$ cat src/rtl/mem_access_ctrl.sv
// mem_access_ctrl
// CPU-side MAR/MDR unit that sits in front of the RAM. It holds MAR and MDR,
// sequences the RAM read/write strobes, and waits on the RAM ready (mem_r)
// handshake. It also decodes the memory-mapped display registers (DSR/DDR)
// locally, so those accesses never reach the RAM. Completion is reported to
// the control FSM with a one-cycle done pulse. Only one access is in flight
// at a time.
//
// Optional feature: define MEM_TIMEOUT_EN to bound every wait on mem_r to
// TIMEOUT_CYC cycles per phase. A timed-out access ends with done=1 and
// err=1. Without the macro the unit waits indefinitely, err is tied 0 and
// no counter exists.
//
// Ports
//   clock, reset_n   rising-edge clock, asynchronous active-low reset
//   bus_in           datapath value for MAR/MDR loads
//   ld_mar, ld_mdr   load MAR/MDR from bus_in (honoured only while idle)
//   mem_req, mem_we  start an access (pulse, idle only); 1=write, 0=read
//   mdr_q            current MDR contents
//   busy, done, err  access in progress / finished pulse / timed-out pulse
//   mem_addr, mem_wdata, mem_read, mem_write, mem_rdata, mem_r   RAM side
//   ddr_data, ddr_valid   display character and its one-cycle write pulse
//   disp_ack         display consumed the character (sets DSR ready)
module mem_access_ctrl #(
  parameter int unsigned       DATA_W      = 16,
  parameter logic [DATA_W-1:0] DSR_ADDR    = 16'hFE04,
  parameter logic [DATA_W-1:0] DDR_ADDR    = 16'hFE06,
  parameter int unsigned       TIMEOUT_CYC = 64
) (
  input  logic              clock,
  input  logic              reset_n,
  input  logic [DATA_W-1:0] bus_in,
  input  logic              ld_mar,
  input  logic              ld_mdr,
  input  logic              mem_req,
  input  logic              mem_we,
  output logic [DATA_W-1:0] mdr_q,
  output logic              busy,
  output logic              done,
  output logic              err,
  output logic [DATA_W-1:0] mem_addr,
  output logic [DATA_W-1:0] mem_wdata,
  output logic              mem_read,
  output logic              mem_write,
  input  logic [DATA_W-1:0] mem_rdata,
  input  logic              mem_r,
  output logic [DATA_W-1:0] ddr_data,
  output logic              ddr_valid,
  input  logic              disp_ack
);

  typedef enum logic [2:0] {
    ST_IDLE    = 3'd0,
    ST_DECODE  = 3'd1,
    ST_ACCESS  = 3'd2,
    ST_RELEASE = 3'd3,
    ST_FINISH  = 3'd4
  } state_t;

  state_t              state_q, state_d;
  logic [DATA_W-1:0]   mar_q, mar_d;
  logic [DATA_W-1:0]   mdr_d;
  logic                we_q, we_d;
  logic                busy_q, busy_d;
  logic                done_q, done_d;
  logic                mem_read_q, mem_read_d;
  logic                mem_write_q, mem_write_d;
  logic [DATA_W-1:0]   ddr_data_q, ddr_data_d;
  logic                ddr_valid_q, ddr_valid_d;
  logic                ddr_ready_q, ddr_ready_d;

`ifdef MEM_TIMEOUT_EN
  localparam int unsigned CNT_W = $clog2(TIMEOUT_CYC + 32'd1);
  localparam logic [CNT_W-1:0] CNT_LAST = CNT_W'(TIMEOUT_CYC - 32'd1);
  logic [CNT_W-1:0]    cnt_q, cnt_d;
  logic                err_q, err_d;
`else
  // Keeps the parameter referenced in the build without the timeout.
  logic [31:0]         unused_timeout_s;
  assign unused_timeout_s = TIMEOUT_CYC;
`endif

  // Next-state, datapath and strobe computation for the access sequencer.
  always_comb begin
    state_d     = state_q;
    mar_d       = mar_q;
    mdr_d       = mdr_q;
    we_d        = we_q;
    busy_d      = busy_q;
    done_d      = 1'b0;
    mem_read_d  = mem_read_q;
    mem_write_d = mem_write_q;
    ddr_data_d  = ddr_data_q;
    ddr_valid_d = 1'b0;
    // A DDR write in DECODE below overrides this (write wins over ack).
    if (disp_ack) begin
      ddr_ready_d = 1'b1;
    end else begin
      ddr_ready_d = ddr_ready_q;
    end
`ifdef MEM_TIMEOUT_EN
    cnt_d = cnt_q;
    err_d = 1'b0;
`endif

    case (state_q)
      ST_IDLE: begin
        if (ld_mar) begin
          mar_d = bus_in;
        end else begin
          mar_d = mar_q;
        end
        if (ld_mdr) begin
          mdr_d = bus_in;
        end else begin
          mdr_d = mdr_q;
        end
        if (mem_req) begin
          we_d    = mem_we;
          busy_d  = 1'b1;
          state_d = ST_DECODE;
        end else begin
          state_d = ST_IDLE;
        end
      end

      ST_DECODE: begin
        if (mar_q == DDR_ADDR) begin
          // DDR is write-only: a read of it completes with no effect.
          if (we_q) begin
            ddr_data_d  = mdr_q;
            ddr_valid_d = 1'b1;
            ddr_ready_d = 1'b0;
          end else begin
            ddr_valid_d = 1'b0;
          end
          done_d  = 1'b1;
          state_d = ST_FINISH;
        end else if (mar_q == DSR_ADDR) begin
          // DSR is read-only: a write to it completes with no effect.
          if (!we_q) begin
            mdr_d = {ddr_ready_q, {(DATA_W-1){1'b0}}};
          end else begin
            mdr_d = mdr_q;
          end
          done_d  = 1'b1;
          state_d = ST_FINISH;
        end else begin
          mem_read_d  = ~we_q;
          mem_write_d = we_q;
          state_d     = ST_ACCESS;
`ifdef MEM_TIMEOUT_EN
          cnt_d = {CNT_W{1'b0}};
`endif
        end
      end

      ST_ACCESS: begin
        if (mem_r) begin
          if (!we_q) begin
            mdr_d = mem_rdata;
          end else begin
            mdr_d = mdr_q;
          end
          mem_read_d  = 1'b0;
          mem_write_d = 1'b0;
          state_d     = ST_RELEASE;
`ifdef MEM_TIMEOUT_EN
          cnt_d = {CNT_W{1'b0}};
        end else if (cnt_q == CNT_LAST) begin
          mem_read_d  = 1'b0;
          mem_write_d = 1'b0;
          done_d      = 1'b1;
          err_d       = 1'b1;
          state_d     = ST_FINISH;
        end else begin
          cnt_d = cnt_q + {{(CNT_W-1){1'b0}}, 1'b1};
`else
        end else begin
          state_d = ST_ACCESS;
`endif
        end
      end

      ST_RELEASE: begin
        // RAM keeps R high for several cycles; wait it out so the next
        // access cannot complete on a stale ready.
        if (!mem_r) begin
          done_d  = 1'b1;
          state_d = ST_FINISH;
`ifdef MEM_TIMEOUT_EN
        end else if (cnt_q == CNT_LAST) begin
          done_d  = 1'b1;
          err_d   = 1'b1;
          state_d = ST_FINISH;
        end else begin
          cnt_d = cnt_q + {{(CNT_W-1){1'b0}}, 1'b1};
`else
        end else begin
          state_d = ST_RELEASE;
`endif
        end
      end

      ST_FINISH: begin
        busy_d  = 1'b0;
        state_d = ST_IDLE;
      end

      default: begin
        busy_d      = 1'b0;
        mem_read_d  = 1'b0;
        mem_write_d = 1'b0;
        state_d     = ST_IDLE;
      end
    endcase
  end

  // State and datapath registers; all outputs come straight from these.
  always_ff @(posedge clock or negedge reset_n) begin
    if (!reset_n) begin
      state_q     <= ST_IDLE;
      mar_q       <= {DATA_W{1'b0}};
      mdr_q       <= {DATA_W{1'b0}};
      we_q        <= 1'b0;
      busy_q      <= 1'b0;
      done_q      <= 1'b0;
      mem_read_q  <= 1'b0;
      mem_write_q <= 1'b0;
      ddr_data_q  <= {DATA_W{1'b0}};
      ddr_valid_q <= 1'b0;
      ddr_ready_q <= 1'b1;
`ifdef MEM_TIMEOUT_EN
      cnt_q       <= {CNT_W{1'b0}};
      err_q       <= 1'b0;
`endif
    end else begin
      state_q     <= state_d;
      mar_q       <= mar_d;
      mdr_q       <= mdr_d;
      we_q        <= we_d;
      busy_q      <= busy_d;
      done_q      <= done_d;
      mem_read_q  <= mem_read_d;
      mem_write_q <= mem_write_d;
      ddr_data_q  <= ddr_data_d;
      ddr_valid_q <= ddr_valid_d;
      ddr_ready_q <= ddr_ready_d;
`ifdef MEM_TIMEOUT_EN
      cnt_q       <= cnt_d;
      err_q       <= err_d;
`endif
    end
  end

  assign busy      = busy_q;
  assign done      = done_q;
  assign mem_addr  = mar_q;
  assign mem_wdata = mdr_q;
  assign mem_read  = mem_read_q;
  assign mem_write = mem_write_q;
  assign ddr_data  = ddr_data_q;
  assign ddr_valid = ddr_valid_q;
`ifdef MEM_TIMEOUT_EN
  assign err = err_q;
`else
  assign err = 1'b0;
`endif

endmodule

$ cat config.mk
export PLATFORM = sky130hd
export DESIGN_NAME = mem_access_ctrl
export DESIGN_NICKNAME = d
export VERILOG_FILES = /design/src/rtl/mem_access_ctrl.sv
export SDC_FILE = /design/constraint.sdc
export NUM_CORES = 1
export LEC_CHECK = 0
export BUFFER_PORTS_ARGS = -buffer_cell sky130_fd_sc_hd__buf_2
export CAP_MARGIN = 20
export CORE_ASPECT_RATIO = 1.75
export CORE_MARGIN = 5
export CORE_UTILIZATION = 45
export CTS_CLUSTER_SIZE = 8
export DETAILED_ROUTE_END_ITERATION = 10
export PLACE_DENSITY = 0.79
export SKIP_CTS_REPAIR_TIMING = 1
export SLEW_MARGIN = 20
export SYNTH_ARGS = -nofsm -noshare
export SYNTH_HDL_FRONTEND = slang
export SYNTH_SLANG_ARGS = --single-unit
$ cat constraint.sdc
create_clock -name clock -period 2.27 [get_ports clock]
set_clock_uncertainty 0.15 [all_clocks]
set_input_delay 0.1135 -clock clock [delete_from_list [all_inputs] [get_ports clock]]
set_output_delay 0.1135 -clock clock [all_outputs]
set_load 0.02 [all_outputs]
==> impl_metrics.json, run 1 <==
{
  "finalMaxSlewViolations": 0,
  "switchingPower_mw": 2.192,
  "power_frac_seq_pct": 33.0,
  "placement.io_buffers": 108,
  "hold_class": "in -> reg",
  "syn-instance-count": 219,
  "synth.top_cells.by_area": "sky130_fd_sc_hd__dfrtp_1 50%, sky130_fd_sc_hd__mux2_2 15%, sky130_fd_sc_hd__a22o_1 9.2%, sky130_fd_sc_hd__buf_4 4.7%, sky130_fd_sc_hd__mux2_4 4.7%",
  "nets": 380,
  "sequential_cell_area_fraction_in_the_yosys_report_pct": 50.70,
  "power-per-cell-area_nw_per_um2": 1392,
  "worstMarginPinSlew_ps": 692.6,
  "netlist.area_leader.share_pct": 49.78,
  "first_pass_iters": 4,
  "via_count": 2193,
  "number_of_enable_type_register_cells_in_the_synthesized_netlist": 0,
  "setup_viol": 0,
  "yosys_warnings": 0,
  "core-area_sq_um": 6228,
  "fmax_mhz": 470.6,
  "worst_ir_drop_on_vdd_mv": 0.8415,
  "dieHeight_um": 115.6,
  "netlist_area_sq_um": 2865,
  "cp_slowest_stage_delay_ps": 410,
  "detailed_place_hpwl_um": 5267,
  "startpoint_type": "flip-flop",
  "tritoncts_num_sinks": 58,
  "die-width_um": 70.32,
  "power_report.internal_total_mw": 3.077,
  "grt_first_pass_wirelength_um": 10720,
  "routed_via_density": 5.160,
  "synth_ff_type": "sky130_fd_sc_hd__dfrtp_1",
  "avgSynthCellArea_sq_um": 13.08,
  "totalWireLength_um": 7137,
  "status": "finished, final reports clean",
  "cts.reportedPaths.clkPinSlew_ps": 60,
  "worstSetupEndpointType": "flip-flop",
  "slowest_cell_on_the_critical_path": "sky130_fd_sc_hd__dfrtp_1",
  "first_global_vias": 2165,
  "ios": 110,
  "crit_path_max_fanout": 16,
  "synth_seq_cells": 58,
  "maxCapViolCount": 0,
  "slew_headroom_pct": 53.77,
  "finalWeightedCongestion": 0.8544,
  "grt_start_max_net_pins": 31,
  "post-route-min-period_ps": 2125,
  "antenna_found_initial": 0,
  "antenna_cells_inserted": 0,
  "hold_viol": 0,
  "critPathArrivalTime_ps": 2190,
  "leakage_power_nw": 2.009,
  "cts_made_buffers": 9,
  "net_count_of_the_mapped_netlist": 259,
  "initial_util_pct": 46.00,
  "combPwrFrac_pct": 51.9,
  "clk_root_buffer_cell": "sky130_fd_sc_hd__clkbuf_8",
  "drt-initial-drc-count": 85,
  "clock_latency_ps": 330,
  "whs_ps": 70.96,
  "period_share_pct": 93.60,
  "drive_gt1_share_pct": 54.49,
  "crit_required_ps": 2340,
  "rows": 38,
  "drt-wirelength-per-cell_um": 16.79,
  "grt_setup_unrepaired": "no",
  "path_cells": "nor4b_4, nand4_4, a221o_1, buf_4, mux2_4",
  "share_of_flip_flops_with_an_asynchronous_set_or_reset_after_synthesis_pct": 100.0,
  "synth_top_cell_by_area": "sky130_fd_sc_hd__dfrtp_1",
  "filler_cell_count": 511,
  "worst-r2r-setup-slack_ps": 150,
  "cts-root-to-sink-buffers": 2,
  "fp.dieArea_sq_um": 8126,
  "critical_path_class": "reg -> reg",
  "gr-usage-all-layers_pct": 17.39,
  "switching_share_pct": 41.60,
  "fin_setup_tns_ps": 0,
  "route.antenna.remaining_nets": 0,
  "drc": 0,
  "grt_remaining_overflow": 0,
  "cts_max_level": 3,
  "clockPowerShare_pct": 15.2,
  "ys_types": 38,
  "syn_to_final_growth_pct": 32.10,
  "tritoncts_clock_tree": "built"
}
## path summary, 6_finish.rpt
check | start | end | depth (start not counted)
max | mem_addr[5] | mdr_q[7] | 5
min | mem_rdata[15] | mdr_q[15] | 5
max reg2reg | mem_addr[5] | mdr_q[7] | 5
min reg2reg | mem_write | mem_write | 1
max in group asynchronous | reset_n | ddr_ready_q | 3
min in group asynchronous | reset_n | ddr_data[8] | 2
## worst max-delay path, delay by kind of cell (launching register included)
| kind | cells | cell delay [ps] |
|---|---|---|
| AOI/OAI and AO/OA | 1 | 350 |
| DFF | 1 | 410 |
| and+or+nand+nor | 2 | 540 |
| muxes | 1 | 320 |
| buffers and inverters | 1 | 230 |
## layout by cell type (no fill, tap or decap), drive strengths merged, types with 2 or more instances in the layout
cell type,count
nand2,5
dfrtp,57
inv,3
a21o,2
a22o,30
clkbuf,13
and3,4
buf,120
clkinv,3
mux2,48
o21ai,2
nor2,10
mux2i,2
nor4b,2
dlygate4sd3,21
nand2b,3
a21oi,4
## power by group through the flow
stage / Clock [mW] / Combinational, mW / Sequential (mW)
after floorplan: 0 / 1.78 / 2.07
after global placement: 0 / 2.68 / 1.74
after detailed placement: 0 / 2.72 / 1.76
after CTS: 0.823 / 2.73 / 1.74
after global routing: 0.870 / 2.92 / 1.79
final: 0.798 / 2.73 / 1.74
## final cells by class
class,instances,area [sq um],area share (%)
Multi-Input combinational cell,127,1191,31.47
Inverter,3,11.26,0.2975
Sequential cell,58,1453,38.38
Clock buffer,13,148.9,3.934
Tap cell,80,100.1,2.645
Clock inverter,3,15.01,0.3967
Timing Repair Buffer,141,865.8,22.88
## metal layers
metal  up-vias  share of wire [%]  GRT usage, %
met5         -                  0             0
met4         0                3.6         9.719
met3        17                5.5         4.253
met2        72                 53         31.29
met1      1075                 37         18.37
li1       1029                  -             -
## sequential cells by signal, indices dropped and copies added, names as in the netlist
name / cells
mem_read: 1
ddr_ready_q: 1
ddr_valid: 1
busy: 1
done: 1
mem_write: 1
mdr_q: 16
ddr_data: 16
we_q: 1
mem_addr: 16
state_q: 3
## cell usage after synthesis (2+ instances only)
library cell and instances:
sky130_fd_sc_hd__buf_1 2, sky130_fd_sc_hd__buf_4 18, sky130_fd_sc_hd__clkbuf_1 5, sky130_fd_sc_hd__dfrtp_1 57, sky130_fd_sc_hd__a21oi_1 4, sky130_fd_sc_hd__inv_1 3, sky130_fd_sc_hd__nand2_1 5, sky130_fd_sc_hd__nor2_1 10
sky130_fd_sc_hd__buf_2 4, sky130_fd_sc_hd__nand2b_1 3, sky130_fd_sc_hd__and3_1 4, sky130_fd_sc_hd__a22o_1 30, sky130_fd_sc_hd__mux2_2 39, sky130_fd_sc_hd__mux2_4 9, sky130_fd_sc_hd__nor4b_4 2, sky130_fd_sc_hd__mux2i_1 2
## kinds of logic (layout without fill, tap and decap cells)
group	after synthesis	in the layout	share of synthesized area, %
compound gates	45	45	12.88
other cells	1	1	0.1309
flops	58	58	50.70
buf+inv	34	160	7.817
simple gates	31	31	7.730
mux	50	50	20.74
## per-stage QoR
| stage | instances | area (sq um) | setup WS, ps | util [%] | power (mW) |
|---|---|---|---|---|---|
| 6_report | 425 | 3785 | 145.3 | 60.77 | 5.269 |
| 5_1_grt | 425 | 3785 | 55.20 | 60.77 | 5.587 |
| 4_1_cts | 404 | 3572 | 123.5 | 57.35 | 5.290 |
| 3_5_place_dp | 388 | 3408 | 135.2 | 54.72 | 4.481 |
| 3_3_place_gp | 388 | 3408 | 166.2 | 54.72 | 4.420 |
| 2_1_floorplan | 219 | 2865 | 97.81 | - | 3.843 |
No activity file was read; power rests on OpenSTA's default activity.
==> inputs of run 2 (changes only) <==
- CORE_UTILIZATION: 45 -> 41
- PLACE_DENSITY: 0.79 -> 0.74
==> run 2 against run 1 <==
Against the previous run: design area is 2.3% higher; core utilization decreased by 4.3 points; sequential power rose by 2%; worst hold slack improved by 41 ps; sequential cell count is the same; sequential share of layout area fell by 0.86 points; first-iteration DRC count increased by 41%; clock power increased by 48%; critical path type unchanged; critical endpoint is now mdr_q[5].
==> impl_metrics.json, run 2 (synthesis gave the netlist of run 1 again) <==
{
  "tritoncts_clock_tree": "built",
  "drt-wirelength-per-cell_um": 17.51,
  "whs_ps": 111.5,
  "grt_setup_unrepaired": "no",
  "cts.reportedPaths.clkPinSlew_ps": 50,
  "hold_class": "in -> reg",
  "layout_common_cells": "108 x sky130_fd_sc_hd__buf_2, 57 x sky130_fd_sc_hd__dfrtp_1, 39 x sky130_fd_sc_hd__mux2_2, 30 x sky130_fd_sc_hd__a22o_1, 21 x sky130_fd_sc_hd__dlygate4sd3_1",
  "cts-root-to-sink-buffers": 2,
  "power-per-cell-area_nw_per_um2": 1472,
  "initial_util_pct": 41.79,
  "startpoint_type": "flip-flop",
  "first_global_vias": 2199,
  "critPathArrivalTime_ps": 2150,
  "routed_via_density": 5.165,
  "register_area_sq_um": 1453,
  "period_share_pct": 92.57,
  "grt_first_pass_wirelength_um": 11230,
  "post-route-cell-area_sq_um": 3871,
  "cp_slowest_stage_delay_ps": 410,
  "leakage_power_nw": 2.040,
  "post-route-min-period_ps": 2101,
  "finalWeightedCongestion": 0.8743,
  "clk_root_buffer_cell": "sky130_fd_sc_hd__clkbuf_16",
  "cts_max_level": 3,
  "route.antenna.remaining_nets": 0,
  "drt-initial-drc-count": 120,
  "drive_gt1_share_pct": 54.12,
  "fin_setup_tns_ps": 0,
  "tritoncts_num_sinks": 58,
  "drc": 0,
  "die-width_um": 73.20,
  "rows": 40,
  "clock_latency_ps": 320,
  "core-area_sq_um": 6857,
  "fp.dieArea_sq_um": 8827,
  "antenna_cells_inserted": 0,
  "detailed_place_hpwl_um": 5394,
  "final_core_utilization_pct": 56.46,
  "hold_viol": 0,
  "ios": 110,
  "critical_path_class": "reg -> reg",
  "cts_made_buffers": 9,
  "postPlaceCellArea_sq_um": 3398,
  "critPathBufInv": 1,
  "placement.io_buffers": 108,
  "filler_cell_count": 560,
  "crit_family": "simple AND/OR/NAND/NOR gates",
  "layout.cells.most_common": "sky130_fd_sc_hd__buf_2",
  "maxCapViolCount": 0,
  "gr-usage-all-layers_pct": 17.14,
  "syn_to_final_growth_pct": 35.11,
  "worstMarginPinSlew_ps": 727.0,
  "p_total_mw": 5.700,
  "nets": 378,
  "status": "finished, final reports clean",
  "worstSetupEndpointType": "flip-flop",
  "crit_required_ps": 2320,
  "dieHeight_um": 120.6,
  "antenna_found_initial": 0,
  "path_cells": "nor4b_4, nand4_4, a221o_1, buf_12, mux2_4",
  "finalMaxSlewViolations": 0,
  "totalWireLength_um": 7424,
  "first_pass_iters": 4,
  "crit_path_max_fanout": 16,
  "fmax_mhz": 475.9,
  "grt_remaining_overflow": 0,
  "slowest_cell_on_the_critical_path": "sky130_fd_sc_hd__dfrtp_1",
  "multi_input_comb_area_sq_um": 1191,
  "slew_headroom_pct": 51.53,
  "grt_start_max_net_pins": 59,
  "setup_viol": 0,
  "worst_ir_drop_on_vdd_mv": 0.6543,
  "via_count": 2190
}
## run 2: cell types whose count changed in the layout (fill, tap and decap cells not counted), sizes merged
cell / delta
buf: -2
clkinv: -3
## run 2: final timing paths
| path | start | to | slack (ps) | depth (start not counted) |
|---|---|---|---|---|
| max | mem_addr[0] | mdr_q[5] | 170 | 5 |
| min | mem_rdata[6] | mdr_q[6] | 110 | 4 |
| max reg2reg | mem_addr[0] | mdr_q[5] | 170 | 5 |
| min reg2reg | mem_read | mem_read | 340 | 1 |
| max in group asynchronous | reset_n | we_q | 1170 | 3 |
| min in group asynchronous | reset_n | ddr_data[15] | 310 | 3 |
## run 2: report_power, final
part / switching, mW / internal [mW] / leakage (nW)
registers: 0.381 / 1.40 / 0.735
logic: 1.46 / 1.28 / 1.18
clock network: 0.402 / 0.776 / 0.128
total: 2.25 / 3.45 / 2.04
## run 2: worst reg2reg max path, delay by kind of cell, from the launching register on
kind            cells  cell delay (ps)
compound gates      1              390
buf+inv             1              170
flops               1              410
mux                 1              300
simple gates        2              560
## run 2: cell type report
| class | count | area share (%) |
|---|---|---|
| sequential | 58 | 37.52 |
| multi-input combinational | 127 | 30.77 |
| clock buffer | 13 | 6.723 |
| tap | 84 | 2.715 |
| inverter | 3 | 0.2909 |
| timing repair buffer | 139 | 21.98 |
## run 2: metrics by stage
stage / setup slack (ps) / instances
6_report: 168.7 / 424
3_5_place_dp: 158.4 / 390
3_3_place_gp: 203.9 / 390
4_1_cts: 156.0 / 403
2_1_floorplan: 97.81 / 219
5_1_grt: 79.76 / 424
## run 2: per-layer routing
layer | wire [um] | GRT usage [%]
met1 | 2680 | 19.26
met2 | 4086 | 28.92
met3 | 437 | 4.742
met4 | 218 | 8.545
met5 | 0 | 0
==> inputs of run 3 (changes only) <==
- CORE_MARGIN: 5 -> default
==> run 3 against run 2 <==
Against the previous run: fmax shrank 0.37%; sequential power is essentially flat; routed wire length shrank 5.3%; highest routed layer unchanged; global-route usage is 3.2 points higher; critical path depth is the same; register-to-register slack barely moved; largest cell class unchanged.
==> impl_metrics.json, run 3 (synthesis gave the netlist of run 1 again) <==
{
  "drc": 0,
  "grt_setup_unrepaired": "no",
  "placement.io_buffers": 108,
  "grt_start_max_net_pins": 59,
  "final_core_utilization_pct": 57.22,
  "fp.dieArea_sq_um": 7340,
  "route.antenna.remaining_nets": 0,
  "ios": 110,
  "tritoncts_num_sinks": 58,
  "critPathArrivalTime_ps": 2160,
  "power-per-cell-area_nw_per_um2": 1460,
  "combPwrFrac_pct": 48.8,
  "post-route-cell-area_sq_um": 3895,
  "startpoint_type": "flip-flop",
  "slowest_cell_on_the_critical_path": "sky130_fd_sc_hd__dfrtp_1",
  "detailed_place_hpwl_um": 5073,
  "cts_made_buffers": 9,
  "drt-initial-drc-count": 88,
  "tritoncts_clock_tree": "built",
  "critPathBufInv": 1,
  "rows": 40,
  "crit_required_ps": 2320,
  "antenna_cells_inserted": 0,
  "setup_viol": 0,
  "cts-root-to-sink-buffers": 2,
  "crit_path_max_fanout": 16,
  "postPlaceCellArea_sq_um": 3433,
  "totalWireLength_um": 7030,
  "layout.cells.most_common": "sky130_fd_sc_hd__buf_2",
  "clockPowerShare_pct": 20.1,
  "via_count": 2217,
  "switchingPower_mw": 2.243,
  "power_report.internal_total_mw": 3.444,
  "cts.reportedPaths.clkPinSlew_ps": 50,
  "clock_latency_ps": 320,
  "grt_remaining_overflow": 0,
  "worst_ir_drop_on_vdd_mv": 0.9084,
  "gr-usage-all-layers_pct": 20.31,
  "post-route-min-period_ps": 2109,
  "fin_setup_tns_ps": 0,
  "nets": 381,
  "drive_gt1_share_pct": 53.18,
  "drt-wirelength-per-cell_um": 16.35,
  "first_global_vias": 2097,
  "layout_common_cells": "108 x sky130_fd_sc_hd__buf_2, 57 x sky130_fd_sc_hd__dfrtp_1, 39 x sky130_fd_sc_hd__mux2_2, 30 x sky130_fd_sc_hd__a22o_1, 21 x sky130_fd_sc_hd__dlygate4sd3_1",
  "worstSetupEndpointType": "flip-flop",
  "period_share_pct": 92.92,
  "worstMarginPinSlew_ps": 1093,
  "die-width_um": 65.20,
  "core-area_sq_um": 6807,
  "cts_max_level": 3,
  "maxCapViolCount": 0,
  "power_frac_seq_pct": 31.1,
  "slew_headroom_pct": 26.83,
  "whs_ps": 102.8,
  "finalWeightedCongestion": 0.8944,
  "numPlacedInstances": 393,
  "critical_path_class": "reg -> reg",
  "antenna_found_initial": 0,
  "finish.cell_count_without_fillers": 430,
  "routed_via_density": 5.156,
  "filler_cell_count": 589,
  "register_area_sq_um": 1453,
  "path_cells": "nor4b_4, nand4_4, a221o_1, buf_12, mux2_4",
  "hold_class": "in -> reg",
  "leakage_power_nw": 2.051,
  "grt_first_pass_wirelength_um": 10830,
  "status": "finished, final reports clean",
  "clk_root_buffer_cell": "sky130_fd_sc_hd__clkbuf_16",
  "syn_to_final_growth_pct": 35.94,
  "switching_share_pct": 39.44,
  "cp_slowest_stage_delay_ps": 410,
  "initial_util_pct": 42.10,
  "dieHeight_um": 112.6,
  "multi_input_comb_area_sq_um": 1189,
  "finalMaxSlewViolations": 0,
  "first_pass_iters": 6,
  "crit_family": "simple AND/OR/NAND/NOR gates",
  "hold_viol": 0,
  "fmax_mhz": 474.1
}
run 3: layout make-up:
cell class / count / area share, %
clock buffer: 16 / 6.457
tap: 84 / 2.698
sequential: 58 / 37.30
timing repair buffer: 142 / 22.74
multi-input combinational: 127 / 30.52
inverter: 3 / 0.2891
run 3: layer usage:
layer,wire length [um],part of all wire (%),vias up,track usage [%]
met5,0,0,-,0
met4,314,4.5,0,13.77
met3,280,4.0,22,4.167
met2,3746,53,71,33.47
met1,2688,38,1093,22.94
li1,-,-,1031,-
run 3: power by group through the flow:
| stage | sequential [mW] | combinational, mW | clock (mW) |
|---|---|---|---|
| floorplan | 2.07 | 1.78 | 0 |
| global placement | 1.77 | 2.71 | 0 |
| detailed placement | 1.78 | 2.76 | 0 |
| CTS | 1.77 | 2.76 | 1.17 |
| global route | 1.82 | 2.97 | 1.23 |
| finish | 1.77 | 2.78 | 1.14 |
run 3: worst paths after layout:
kind                                     from            to  slack [ps]  cells after the start
worst max-delay path              mem_addr[5]      mdr_q[5]         160                      5
worst min-delay path            mem_rdata[15]     mdr_q[15]         100                      5
worst max register to register    mem_addr[5]      mdr_q[5]         160                      5
worst min register to register       mem_read      mem_read         340                      1
max in group asynchronous             reset_n   ddr_ready_q        1480                      3
min in group asynchronous             reset_n  ddr_data[14]         170                      3
run 3: worst min-delay path, stage by stage:
cell	delay [ps]
sky130_fd_sc_hd__buf_2	110
sky130_fd_sc_hd__nor2_1	80
sky130_fd_sc_hd__o211ai_1	90
sky130_fd_sc_hd__o221ai_1	70
sky130_fd_sc_hd__mux2i_1	70
run 3: per-stage QoR:
stage / setup WS [ps] / power (mW)
4_1_cts: 152.8 / 5.693
3_5_place_dp: 163.5 / 4.537
2_1_floorplan: 97.81 / 3.843
3_3_place_gp: 199.4 / 4.475
6_report: 160.8 / 5.687
5_1_grt: 69.22 / 6.022
